[src/rtl/sl_preceptron_pkg.sv]
// -----------------------------------------------------------------------------
// sl_preceptron_pkg
//   Shared definitions for the perceptron job scheduler: the controller state
//   encoding and the default widths of the beat-length and sum/threshold fields.
//   Imported by the bus interface and by the scheduler top.
// -----------------------------------------------------------------------------
package sl_preceptron_pkg;

    localparam int unsigned DEF_LEN_WIDTH = 16;
    localparam int unsigned DEF_SUM_WIDTH = 22;

    typedef enum logic [2:0] {
        ST_IDLE   = 3'd0,
        ST_ARM    = 3'd1,
        ST_RUN    = 3'd2,
        ST_DRAIN  = 3'd3,
        ST_RESULT = 3'd4
    } state_e;

endpackage

[src/rtl/sl_preceptron_sched_if.sv]
// -----------------------------------------------------------------------------
// sl_preceptron_sched_if
//   Bundles the host command channel, the data-beat strobe, the MAC control and
//   status lines and the result channel of the perceptron scheduler.
//   Modports:
//     master : the scheduler (drives cmd_ready, mac_*, res_valid/sum/cmp/timeout)
//     slave  : the environment (host, MAC and result consumer)
//   Signals:
//     cmd_valid/cmd_ready, cmd_len[LEN_WIDTH], cmd_threshold[SUM_WIDTH]
//     data_valid
//     mac_start, mac_done, mac_threshold[SUM_WIDTH], mac_sum[SUM_WIDTH], mac_cmp
//     res_valid/res_ready, res_sum[SUM_WIDTH], res_cmp, res_timeout
// -----------------------------------------------------------------------------
interface sl_preceptron_sched_if
    import sl_preceptron_pkg::*;
#(
    parameter int unsigned LEN_WIDTH = DEF_LEN_WIDTH,
    parameter int unsigned SUM_WIDTH = DEF_SUM_WIDTH
);

    logic                 cmd_valid;
    logic                 cmd_ready;
    logic [LEN_WIDTH-1:0] cmd_len;
    logic [SUM_WIDTH-1:0] cmd_threshold;

    logic                 data_valid;

    logic                 mac_start;
    logic                 mac_done;
    logic [SUM_WIDTH-1:0] mac_threshold;
    logic [SUM_WIDTH-1:0] mac_sum;
    logic                 mac_cmp;

    logic                 res_valid;
    logic                 res_ready;
    logic [SUM_WIDTH-1:0] res_sum;
    logic                 res_cmp;
    logic                 res_timeout;

    modport master (
        input  cmd_valid, cmd_len, cmd_threshold, data_valid,
               mac_sum, mac_cmp, res_ready,
        output cmd_ready, mac_start, mac_done, mac_threshold,
               res_valid, res_sum, res_cmp, res_timeout
    );

    modport slave (
        output cmd_valid, cmd_len, cmd_threshold, data_valid,
               mac_sum, mac_cmp, res_ready,
        input  cmd_ready, mac_start, mac_done, mac_threshold,
               res_valid, res_sum, res_cmp, res_timeout
    );

endinterface

[src/rtl/sl_preceptron_sched.sv]
// -----------------------------------------------------------------------------
// sl_preceptron_sched
//   Job scheduler wrapped around an external perceptron MAC. A host command
//   (length, threshold) is accepted in IDLE, the MAC is started with a one-cycle
//   pulse, data beats are counted in RUN, the MAC is told the vector is done,
//   the MAC status is given RESULT_LAT cycles to settle and is then captured and
//   offered on the result channel until the consumer takes it.
//
//   Ports:
//     clk    : rising-edge clock
//     rst_n  : asynchronous active-low reset
//     bus    : sl_preceptron_sched_if.master (command, data strobe, MAC, result)
//     busy   : high whenever the controller is not in IDLE
//
//   Optional feature (macro SL_PRECEPTRON_SCHED_TIMEOUT_EN):
//     When defined, TIMEOUT_CYCLES consecutive RUN cycles without data_valid end
//     the job early and the result is flagged with res_timeout. When undefined
//     there is no stall counter, res_timeout is 0 and RUN waits indefinitely.
// -----------------------------------------------------------------------------
module sl_preceptron_sched
    import sl_preceptron_pkg::*;
#(
    parameter int unsigned VECTOR_LENGTH  = 64,
    parameter int unsigned LEN_WIDTH      = DEF_LEN_WIDTH,
    parameter int unsigned SUM_WIDTH      = DEF_SUM_WIDTH,
    parameter int unsigned RESULT_LAT     = 4,
    parameter int unsigned TIMEOUT_CYCLES = 1024
) (
    input  logic                         clk,
    input  logic                         rst_n,
    sl_preceptron_sched_if.master        bus,
    output logic                         busy
);

    // One extra bit so the counter can reach an all-ones length without wrapping.
    localparam int unsigned CNT_W = LEN_WIDTH + 1;
    typedef logic [CNT_W-1:0] cnt_t;
    localparam cnt_t VEC_LEN_C = cnt_t'(VECTOR_LENGTH);

    localparam int unsigned DRAIN_W = $clog2(RESULT_LAT + 2);
    typedef logic [DRAIN_W-1:0] drain_t;
    localparam drain_t DRAIN_LAST = drain_t'(RESULT_LAT);

    if (VECTOR_LENGTH < 1 || TIMEOUT_CYCLES < 1) begin : g_bad_cfg
        $error("sl_preceptron_sched: VECTOR_LENGTH and TIMEOUT_CYCLES must be >= 1");
    end

    state_e               state_q;
    logic                 cmd_ready_q;
    cnt_t                 len_q;
    cnt_t                 cnt_q;
    drain_t               drain_q;
    logic [SUM_WIDTH-1:0] thr_q;
    logic                 mac_start_q;
    logic                 mac_done_q;
    logic                 res_valid_q;
    logic [SUM_WIDTH-1:0] res_sum_q;
    logic                 res_cmp_q;

`ifdef SL_PRECEPTRON_SCHED_TIMEOUT_EN
    localparam int unsigned STALL_W = (TIMEOUT_CYCLES > 1) ? $clog2(TIMEOUT_CYCLES) : 1;
    typedef logic [STALL_W-1:0] stall_t;
    // stall_q holds the idle cycles already seen, so the limit is hit on the
    // cycle where one more idle cycle would make TIMEOUT_CYCLES.
    localparam stall_t STALL_LAST = stall_t'(TIMEOUT_CYCLES - 1);

    stall_t stall_q;
    logic   to_flag_q;
    logic   res_to_q;
`endif

    always_ff @(posedge clk or negedge rst_n) begin
        if (!rst_n) begin
            state_q     <= ST_IDLE;
            cmd_ready_q <= 1'b0;
            len_q       <= '0;
            cnt_q       <= '0;
            drain_q     <= '0;
            thr_q       <= '0;
            mac_start_q <= 1'b0;
            mac_done_q  <= 1'b0;
            res_valid_q <= 1'b0;
            res_sum_q   <= '0;
            res_cmp_q   <= 1'b0;
`ifdef SL_PRECEPTRON_SCHED_TIMEOUT_EN
            stall_q     <= '0;
            to_flag_q   <= 1'b0;
            res_to_q    <= 1'b0;
`endif
        end else begin
            // Start and done are single-cycle pulses by construction.
            mac_start_q <= 1'b0;
            mac_done_q  <= 1'b0;

            case (state_q)
                ST_IDLE: begin
                    // Ready comes up one clock after reset release or after a
                    // result transfer, never combinationally.
                    cmd_ready_q <= 1'b1;
                    if (cmd_ready_q && bus.cmd_valid) begin
                        len_q       <= (bus.cmd_len == '0) ? VEC_LEN_C : cnt_t'(bus.cmd_len);
                        thr_q       <= bus.cmd_threshold;
                        cnt_q       <= '0;
                        cmd_ready_q <= 1'b0;
                        mac_start_q <= 1'b1;
                        state_q     <= ST_ARM;
`ifdef SL_PRECEPTRON_SCHED_TIMEOUT_EN
                        stall_q     <= '0;
                        to_flag_q   <= 1'b0;
`endif
                    end
                end

                ST_ARM: begin
                    state_q <= ST_RUN;
                end

                ST_RUN: begin
                    if (bus.data_valid) begin
                        cnt_q <= cnt_q + cnt_t'(1);
`ifdef SL_PRECEPTRON_SCHED_TIMEOUT_EN
                        stall_q <= '0;
`endif
                        if (cnt_q + cnt_t'(1) == len_q) begin
                            mac_done_q <= 1'b1;
                            drain_q    <= '0;
                            state_q    <= ST_DRAIN;
                        end
                    end
`ifdef SL_PRECEPTRON_SCHED_TIMEOUT_EN
                    else if (stall_q == STALL_LAST) begin
                        mac_done_q <= 1'b1;
                        to_flag_q  <= 1'b1;
                        drain_q    <= '0;
                        state_q    <= ST_DRAIN;
                    end else begin
                        stall_q <= stall_q + stall_t'(1);
                    end
`endif
                end

                ST_DRAIN: begin
                    // First DRAIN cycle carries mac_done; the status is sampled
                    // RESULT_LAT cycles after that pulse.
                    if (drain_q == DRAIN_LAST) begin
                        res_sum_q   <= bus.mac_sum;
                        res_cmp_q   <= bus.mac_cmp;
                        res_valid_q <= 1'b1;
                        state_q     <= ST_RESULT;
`ifdef SL_PRECEPTRON_SCHED_TIMEOUT_EN
                        res_to_q    <= to_flag_q;
`endif
                    end else begin
                        drain_q <= drain_q + drain_t'(1);
                    end
                end

                ST_RESULT: begin
                    if (bus.res_ready) begin
                        res_valid_q <= 1'b0;
                        cmd_ready_q <= 1'b1;
                        state_q     <= ST_IDLE;
                    end
                end

                default: begin
                    state_q     <= ST_IDLE;
                    cmd_ready_q <= 1'b0;
                    res_valid_q <= 1'b0;
                end
            endcase
        end
    end

    assign bus.cmd_ready     = cmd_ready_q;
    assign bus.mac_start     = mac_start_q;
    assign bus.mac_done      = mac_done_q;
    assign bus.mac_threshold = thr_q;
    assign bus.res_valid     = res_valid_q;
    assign bus.res_sum       = res_sum_q;
    assign bus.res_cmp       = res_cmp_q;
    assign busy              = (state_q != ST_IDLE);

`ifdef SL_PRECEPTRON_SCHED_TIMEOUT_EN
    assign bus.res_timeout = res_to_q;
`else
    assign bus.res_timeout = 1'b0;
`endif

endmodule

[src/flat_wrapper.sv]
// flat-port wrapper written by rule: the top's interface ports become plain ports
module sl_preceptron_sched_flat import sl_preceptron_pkg::*;
#(
    parameter int unsigned VECTOR_LENGTH  = 64,
    parameter int unsigned LEN_WIDTH      = DEF_LEN_WIDTH,
    parameter int unsigned SUM_WIDTH      = DEF_SUM_WIDTH,
    parameter int unsigned RESULT_LAT     = 4,
    parameter int unsigned TIMEOUT_CYCLES = 1024
)
  (clk, rst_n, busy, bus_cmd_valid, bus_cmd_len, bus_cmd_threshold, bus_data_valid, bus_mac_sum, bus_mac_cmp, bus_res_ready, bus_cmd_ready, bus_mac_start, bus_mac_done, bus_mac_threshold, bus_res_valid, bus_res_sum, bus_res_cmp, bus_res_timeout);
  sl_preceptron_sched_if #(.LEN_WIDTH(LEN_WIDTH), .SUM_WIDTH(SUM_WIDTH)) bus_i ();
  input  logic clk;
  input  logic rst_n;
  output logic busy;
  input wire logic [$bits(bus_i.cmd_valid)-1:0] bus_cmd_valid;
  input wire logic [$bits(bus_i.cmd_len)-1:0] bus_cmd_len;
  input wire logic [$bits(bus_i.cmd_threshold)-1:0] bus_cmd_threshold;
  input wire logic [$bits(bus_i.data_valid)-1:0] bus_data_valid;
  input wire logic [$bits(bus_i.mac_sum)-1:0] bus_mac_sum;
  input wire logic [$bits(bus_i.mac_cmp)-1:0] bus_mac_cmp;
  input wire logic [$bits(bus_i.res_ready)-1:0] bus_res_ready;
  output wire logic [$bits(bus_i.cmd_ready)-1:0] bus_cmd_ready;
  output wire logic [$bits(bus_i.mac_start)-1:0] bus_mac_start;
  output wire logic [$bits(bus_i.mac_done)-1:0] bus_mac_done;
  output wire logic [$bits(bus_i.mac_threshold)-1:0] bus_mac_threshold;
  output wire logic [$bits(bus_i.res_valid)-1:0] bus_res_valid;
  output wire logic [$bits(bus_i.res_sum)-1:0] bus_res_sum;
  output wire logic [$bits(bus_i.res_cmp)-1:0] bus_res_cmp;
  output wire logic [$bits(bus_i.res_timeout)-1:0] bus_res_timeout;
  assign bus_i.cmd_valid = bus_cmd_valid;
  assign bus_i.cmd_len = bus_cmd_len;
  assign bus_i.cmd_threshold = bus_cmd_threshold;
  assign bus_i.data_valid = bus_data_valid;
  assign bus_i.mac_sum = bus_mac_sum;
  assign bus_i.mac_cmp = bus_mac_cmp;
  assign bus_i.res_ready = bus_res_ready;
  assign bus_cmd_ready = bus_i.cmd_ready;
  assign bus_mac_start = bus_i.mac_start;
  assign bus_mac_done = bus_i.mac_done;
  assign bus_mac_threshold = bus_i.mac_threshold;
  assign bus_res_valid = bus_i.res_valid;
  assign bus_res_sum = bus_i.res_sum;
  assign bus_res_cmp = bus_i.res_cmp;
  assign bus_res_timeout = bus_i.res_timeout;
  sl_preceptron_sched #(.VECTOR_LENGTH(VECTOR_LENGTH), .LEN_WIDTH(LEN_WIDTH), .SUM_WIDTH(SUM_WIDTH), .RESULT_LAT(RESULT_LAT), .TIMEOUT_CYCLES(TIMEOUT_CYCLES)) u_core (.clk(clk), .rst_n(rst_n), .bus(bus_i), .busy(busy));
endmodule
[config.mk]
export PLATFORM = sky130hd
export DESIGN_NAME = sl_preceptron_sched_flat
export DESIGN_NICKNAME = d
export VERILOG_FILES = /design/src/rtl/sl_preceptron_pkg.sv /design/src/rtl/sl_preceptron_sched_if.sv /design/src/rtl/sl_preceptron_sched.sv /design/src/flat_wrapper.sv
export SDC_FILE = /design/constraint.sdc
export NUM_CORES = 1
export LEC_CHECK = 0
export CAP_MARGIN = 20
export CORE_AREA = 2 2 94 96
export DETAILED_ROUTE_END_ITERATION = 10
export DIE_AREA = 0 0 96 98
export PLACE_DENSITY = 0.94
export SETUP_SLACK_MARGIN = 0.05
export SLEW_MARGIN = 30
export SYNTH_ARGS = -nofsm -noshare
export SYNTH_HDL_FRONTEND = slang
export SYNTH_SLANG_ARGS = --single-unit
export TNS_END_PERCENT = 10
[constraint.sdc]
create_clock -name clk -period 4 [get_ports clk]
set_input_delay 0.8 -clock clk [delete_from_list [all_inputs] [get_ports clk]]
set_output_delay 0.8 -clock clk [all_outputs]
set_load 0.02 [all_outputs]
==> out/results.tsv, run 1 <==
stage	metric	value	unit
grt	grt_pass1_wl	17900	um
worst_setup_path	crit_arrival	3.03	ns
yosys	synth_xor_area_share	4.99	%
timing	min_period	2.80	ns
worst_setup_path	crit_required	4.22	ns
final_layout	antenna_cells	0	
grt	groute.usage.overall	24.4	%
timing	setup_viol	0	
yosys	synth-compound-area-share	10.7	%
cts	h-tree-depth	3	
yosys	async_reset_ff_share	100	%
place	portBuffers	115	
cts	worstSkewPairLatency	0.36	ns
place	place_congestion	0.898	
timing	hold_viol_final	0	
yosys	synth-simple-area-share	11.9	%
detailed_routing	antenna_left	0	
cts	clkTransAtPathRegs	0.09	ns
cts	tritoncts	built	
final_layout	layout_commonest_cell	clkdlybuf4s50_1	
cts	root_buffer	clkbuf_8	
detailed_routing	routedWlPerCell	18.6	um
worst_setup_path	start_kind	register	
detailed_routing	num_vias	3469	
yosys	synthAdderAreaFrac	0.890	%
yosys	synthCells	367	
floorplan	core-area	0.00847	mm2
detailed_routing	first_pass_iters	6	
detailed_routing	routed-wl-met3	914	um
timing	drv_slew	0	
timing	slew_headroom	40.5	%
timing	tightest_slew	0.889	ns
run	maxCapViolations	0	
cts	ctsResizeCount	0	
run_status	status	complete, no violations	
final_layout	drive_gt1_share	18.5	%
yosys	netlist_area	0.00422	mm2
final_layout	most-common-layout-cells	114 x clkdlybuf4s50_1, 88 x dfrtp_1, 60 x mux2_2	
floorplan	rows	34	
yosys	ys_warn_count	0	
cts	ctsHoldBuffers	0	
timing	finalSetupTns	0	ns
worst_setup_path	critPathCaptureType	register	
grt	grt_pass1_vias	3686	
worst_setup_path	critPathKind	reg2reg	
detailed_routing	viasPerCell	5.94	
detailed_routing	dr.max_layer_used	met4	
detailed_routing	first_iter_violations	334	
cts	clock_sinks	88	
worst_setup_path	r2r_cells	6	
detailed_routing	drt_wl_total	10900	um
power	cellPowerDensity	721	mW/mm2
yosys	synth_flop_cell	dfrtp_1	
detailed_routing	met1Wirelength	4110	um
floorplan	io-pin-count	117	
yosys	syn-mean-instance-area	11.5	um2
place	dp_hpwl	7490	um
timing	fmax	357	MHz
worst_setup_path	critical-path-max-stage-delay	0.57	ns
grt	grt_max_degree	89	
floorplan	initial_core_util	49.8	%
worst_setup_path	path_cells	nand3_1 > o21a_1 > or4_1 > a211oi_1 > and3_2 > a41oi_1	
grt	antenna_found_initial	0	
cts	cts-buffers-inserted	9	
yosys	synth_nets	436	
hold_path	hp-class	in2async	
yosys	synth_top_family_by_area	multiplexers	
grt	grt_remaining_overflow	0	
cts	cts_setup_buffers	0	
worst_setup_path	crit_path_top_delay_cell	dfrtp_1	
yosys	ys_ff_latch	88	
floorplan	dieArea	0.00941	mm2
detailed_routing	met2_length	5610	um
floorplan	die_width	96	um
timing	finClkSkew	0.0119	ns
floorplan	die_h	98	um
timing	rsz0062_at_grt	false	
yosys	synthMuxAreaShare	16.3	%
worst_setup_path	path_max_fanout	12	
yosys	synth_edf_count	0	
timing	hold_ws	0.498	ns
power	ir_drop	0.527	mV
timing	fin_crit_sh	70.1	%
power	p_leak	2.31	nW
yosys	synthDistinctLibCells	51	
final_layout	synthToLayoutAreaGrowth	33.6	%
detailed_routing	drcViolationCount	0	
yosys	synth-seq-area-share	52.2	%
cts	clock_tree.buffer_depth	2	
final_layout	final_net_count	540	
## final timing paths
kind / startpoint / endpoint / slack [ns]
min in group clk: u_core.bus.mac_threshold[2] / u_core.bus.mac_threshold[2] / 0.51
worst min register to register: u_core.bus.mac_threshold[2] / u_core.bus.mac_threshold[2] / 0.51
worst min-delay path: rst_n / u_core.cnt_q[0] / 0.50
worst max-delay path: u_core.cnt_q[2] / u_core.drain_q[0] / 1.20
max in group asynchronous: rst_n / u_core.bus.res_sum[5] / 2.98
worst max register to register: u_core.cnt_q[2] / u_core.drain_q[0] / 1.20
## cells in the mapped netlist, drive strengths merged (3+ instances only)
cell type	count	area share [%]
a211oi	4	0.83
nand3	11	1.3
o21ai	24	2.8
clkbuf	10	0.89
o211ai	3	0.53
dfrtp	88	52
inv	3	0.27
o31ai	6	1.1
mux2	60	16
xor2	8	1.7
and4	4	0.83
or3	4	0.71
a31oi	3	0.45
ha	3	0.89
nor4	6	0.89
nor3	7	0.83
buf	14	1.7
nor2	26	2.3
nand4	9	1.7
nor2b	3	0.45
xnor2	16	3.3
nand2	15	1.4
a21oi	9	1.1
and3	4	0.62
## area by class of cell
type	instances	area (um2)
multi-input cells	252	1900
clock buffers	11	151
inverters	3	11.3
well taps	108	135
repair buffers	117	1170
clock inverters	5	63.8
fillers	558	2830
flip-flops and latches	88	2200
## sequential cells by signal, summed over array words and instances (netlist names)
name	cells
u_core.bus.mac_threshold	22
u_core.bus.res_valid	1
u_core.bus.res_sum	22
u_core.len_q	16
u_core.bus.mac_start	1
u_core.bus.cmd_ready	1
u_core.bus.mac_done	1
u_core.drain_q	3
u_core.cnt_q	17
u_core.bus.res_cmp	1
u_core.state_q	3
## critical path, delay by kind of cell (launching register included)
family | cells | cell delay, ns
and+or+nand+nor | 3 | 1.29
DFF | 1 | 0.57
AOI/OAI and AO/OA | 3 | 0.82
## routing by layer
metal / global-route usage (%) / up-vias
met5: 0 / -
li1: - / 1546
met2: 41.5 / 191
met4: 7.58 / 0
met1: 29.7 / 1697
met3: 7.33 / 35
## through the flow
stage	worst slack [ns]	cells	cell area, um2	utilization (%)	power, mW
floorplan	1.82	367	4220	-	2.57
global placement	1.18	568	5410	63.9	3.29
detailed placement	1.14	568	5420	64.0	3.40
CTS	1.26	584	5630	66.5	4.07
global route	1.02	584	5630	66.5	4.28
finish	1.20	584	5630	66.5	4.06
## power breakdown
part           internal, mW  leakage, nW  switching (mW)
Combinational         0.961         1.11           0.912
Clock                 0.327        0.106           0.325
Sequential             1.25         1.09           0.283
Total                  2.54         2.31            1.52
## cells by family after synthesis
family | Yosys count
simple gates | 94
flops | 88
compound gates | 69
mux | 61
buf+inv | 27
xor+xnor | 24
fa+ha+maj | 3
other cells | 1
(Power assumes the default switching activity.)
==> inputs of run 2 (changes only) <==
CORE_AREA = 2 2 97 99   (was 2 2 94 96)
DIE_AREA = 0 0 99 101   (was 0 0 96 98)
PLACE_DENSITY = 0.9   (was 0.94)
clock period = 2.92 ns   (was 4 ns; I/O delays follow)
==> out/results.tsv, run 2 (synthesized netlist as in run 1, its figures left out) <==
stage	metric	value	unit
place	dp_hpwl	7590	um
timing	slew_headroom	49.1	%
timing	setup_viol	0	
final_layout	layout_commonest_cell	clkdlybuf4s50_1	
final_layout	antenna_cells	0	
detailed_routing	antenna_left	0	
power	cellPowerDensity	984	mW/mm2
floorplan	die_width	99	um
grt	groute.usage.overall	21.8	%
final_layout	fin_area	0.00568	mm2
place	place_congestion	0.938	
worst_setup_path	reg2reg_slack	0.39	ns
grt	grt_max_degree	52	
cts	clock_sinks	88	
power	sequentialPowerShare	37.3	%
cts	clkTransAtPathRegs	0.09	ns
cts	tritoncts	built	
detailed_routing	drt_wl_total	10400	um
worst_setup_path	critical-path-max-stage-delay	0.52	ns
floorplan	dieArea	0.0100	mm2
final_layout	synthToLayoutAreaGrowth	34.8	%
worst_setup_path	r2r_cells	7	
timing	min_period	2.53	ns
detailed_routing	num_vias	3389	
run_status	status	complete, no violations	
final_layout	layout.cells.non_filler	591	
detailed_routing	routedWlPerCell	17.6	um
worst_setup_path	cp-startpoint	u_core.cnt_q[0]	
cts	clock_tree.buffer_depth	2	
final_layout	final_net_count	545	
cts	worstSkewPairLatency	0.36	ns
worst_setup_path	crit_required	3.14	ns
timing	finalSetupTns	0	ns
place	dp.cells	576	
cts	h-tree-depth	3	
grt	antenna_found_initial	0	
cts	root_buffer	clkbuf_8	
timing	rsz0062_at_grt	false	
final_layout	n_fill_cell	637	
detailed_routing	drcViolationCount	0	
power	p_comb_share	46.2	%
timing	fin_crit_sh	86.7	%
detailed_routing	viasPerCell	5.73	
grt	grt_pass1_vias	3588	
worst_setup_path	crit_path_top_delay_cell	nor4_1	
worst_setup_path	path_max_fanout	9	
worst_setup_path	critPathCaptureType	register	
cts	cts-buffers-inserted	9	
worst_setup_path	worst_r2r_endpoint	u_core.drain_q[0]	
timing	tightest_slew	0.762	ns
detailed_routing	first_iter_violations	258	
floorplan	core-area	0.00898	mm2
cts	cts_setup_buffers	0	
worst_setup_path	critPathKind	reg2reg	
floorplan	rows	35	
hold_path	hp-class	in2async	
timing	hold_viol_final	0	
grt	grt_remaining_overflow	0	
power	p_int	3.53	mW
final_layout	seq_area	0.00220	mm2
final_layout	drive_gt1_share	19.0	%
power	power.switching	2.06	mW
power	swShare	36.9	%
place	dpl_cell_area	0.00547	mm2
worst_setup_path	r2r-start	u_core.cnt_q[0]	
place	pre_cts_ws	0.518	ns
floorplan	initial_core_util	47.0	%
timing	drv_slew	0	
worst_setup_path	path_cells	ha_1 > nand4_1 > nor4_1 > xnor2_1 > o211ai_1 > nor2_1 > a41oi_1	
cts	ctsResizeCount	0	
power	clock_power_share	16.5	%
final_layout	multiInputGateArea	0.00190	mm2
timing	setup_ws	0.390	ns
run	maxCapViolations	0	
floorplan	die_h	101	um
worst_setup_path	crit_arrival	2.75	ns
cts	ctsHoldBuffers	0	
power	p_leak	2.33	nW
timing	fmax	395	MHz
detailed_routing	first_pass_iters	5	
final_layout	most-common-layout-cells	114 x clkdlybuf4s50_1, 88 x dfrtp_1, 60 x mux2_2	
grt	grt_pass1_wl	17300	um
final_layout	fin_util	63.3	%
worst_setup_path	start_kind	register	
floorplan	io-pin-count	117	
timing	finClkSkew	0.0137	ns
place	portBuffers	115	
power	ir_drop	0.602	mV
-- run 2: worst max path at each step --
| stage | endpoint | depth (start not counted) |
|---|---|---|
| floorplan | u_core.drain_q[0] | 8 |
| global placement | u_core.drain_q[0] | 7 |
| detailed placement | u_core.drain_q[0] | 7 |
| CTS | busy | 2 |
| global route | u_core.drain_q[0] | 7 |
| finish | u_core.drain_q[0] | 7 |
-- run 2: worst max-delay path: cells and delay by family (launching register included) --
kind | cells | cell delay [ns]
and+or+nand+nor | 3 | 1.01
DFF | 1 | 0.46
adders and majority gates | 1 | 0.38
AOI/OAI and AO/OA | 2 | 0.34
xor gates and xnor gates | 1 | 0.21
-- run 2: final cells by class --
class                           instances  share of cell area [%]
Multi-Input combinational cell        252                    33.4
Timing Repair Buffer                  122                    21.4
Inverter                                3                   0.198
Sequential cell                        88                    38.8
Tap cell                              111                    2.44
Clock buffer                            9                    2.18
Clock inverter                          6                    1.63
-- run 2: power by group through the flow --
stage                     combinational [mW]  clock (mW)  sequential, mW
after detailed placement                2.56           0            2.10
after CTS                               2.59       0.940            2.08
after global placement                  2.48           0            2.06
final                                   2.58       0.924            2.09
after floorplan                         1.11           0            2.42
after global routing                    2.76       0.990            2.15
-- run 2: metrics by stage --
step	hold slack, ns	total power [mW]
final	0.183	5.59
after global routing	0.209	5.89
after CTS	0.193	5.61
after detailed placement	0.495	4.66
after global placement	0.489	4.54
after floorplan	0.288	3.53
-- run 2: per-layer routing --
metal / track usage, % / part of all wire [%]
met1: 25.7 / 39
met4: 9.27 / 2.4
met3: 6.87 / 7.4
met5: 0 / 0
met2: 37.1 / 51
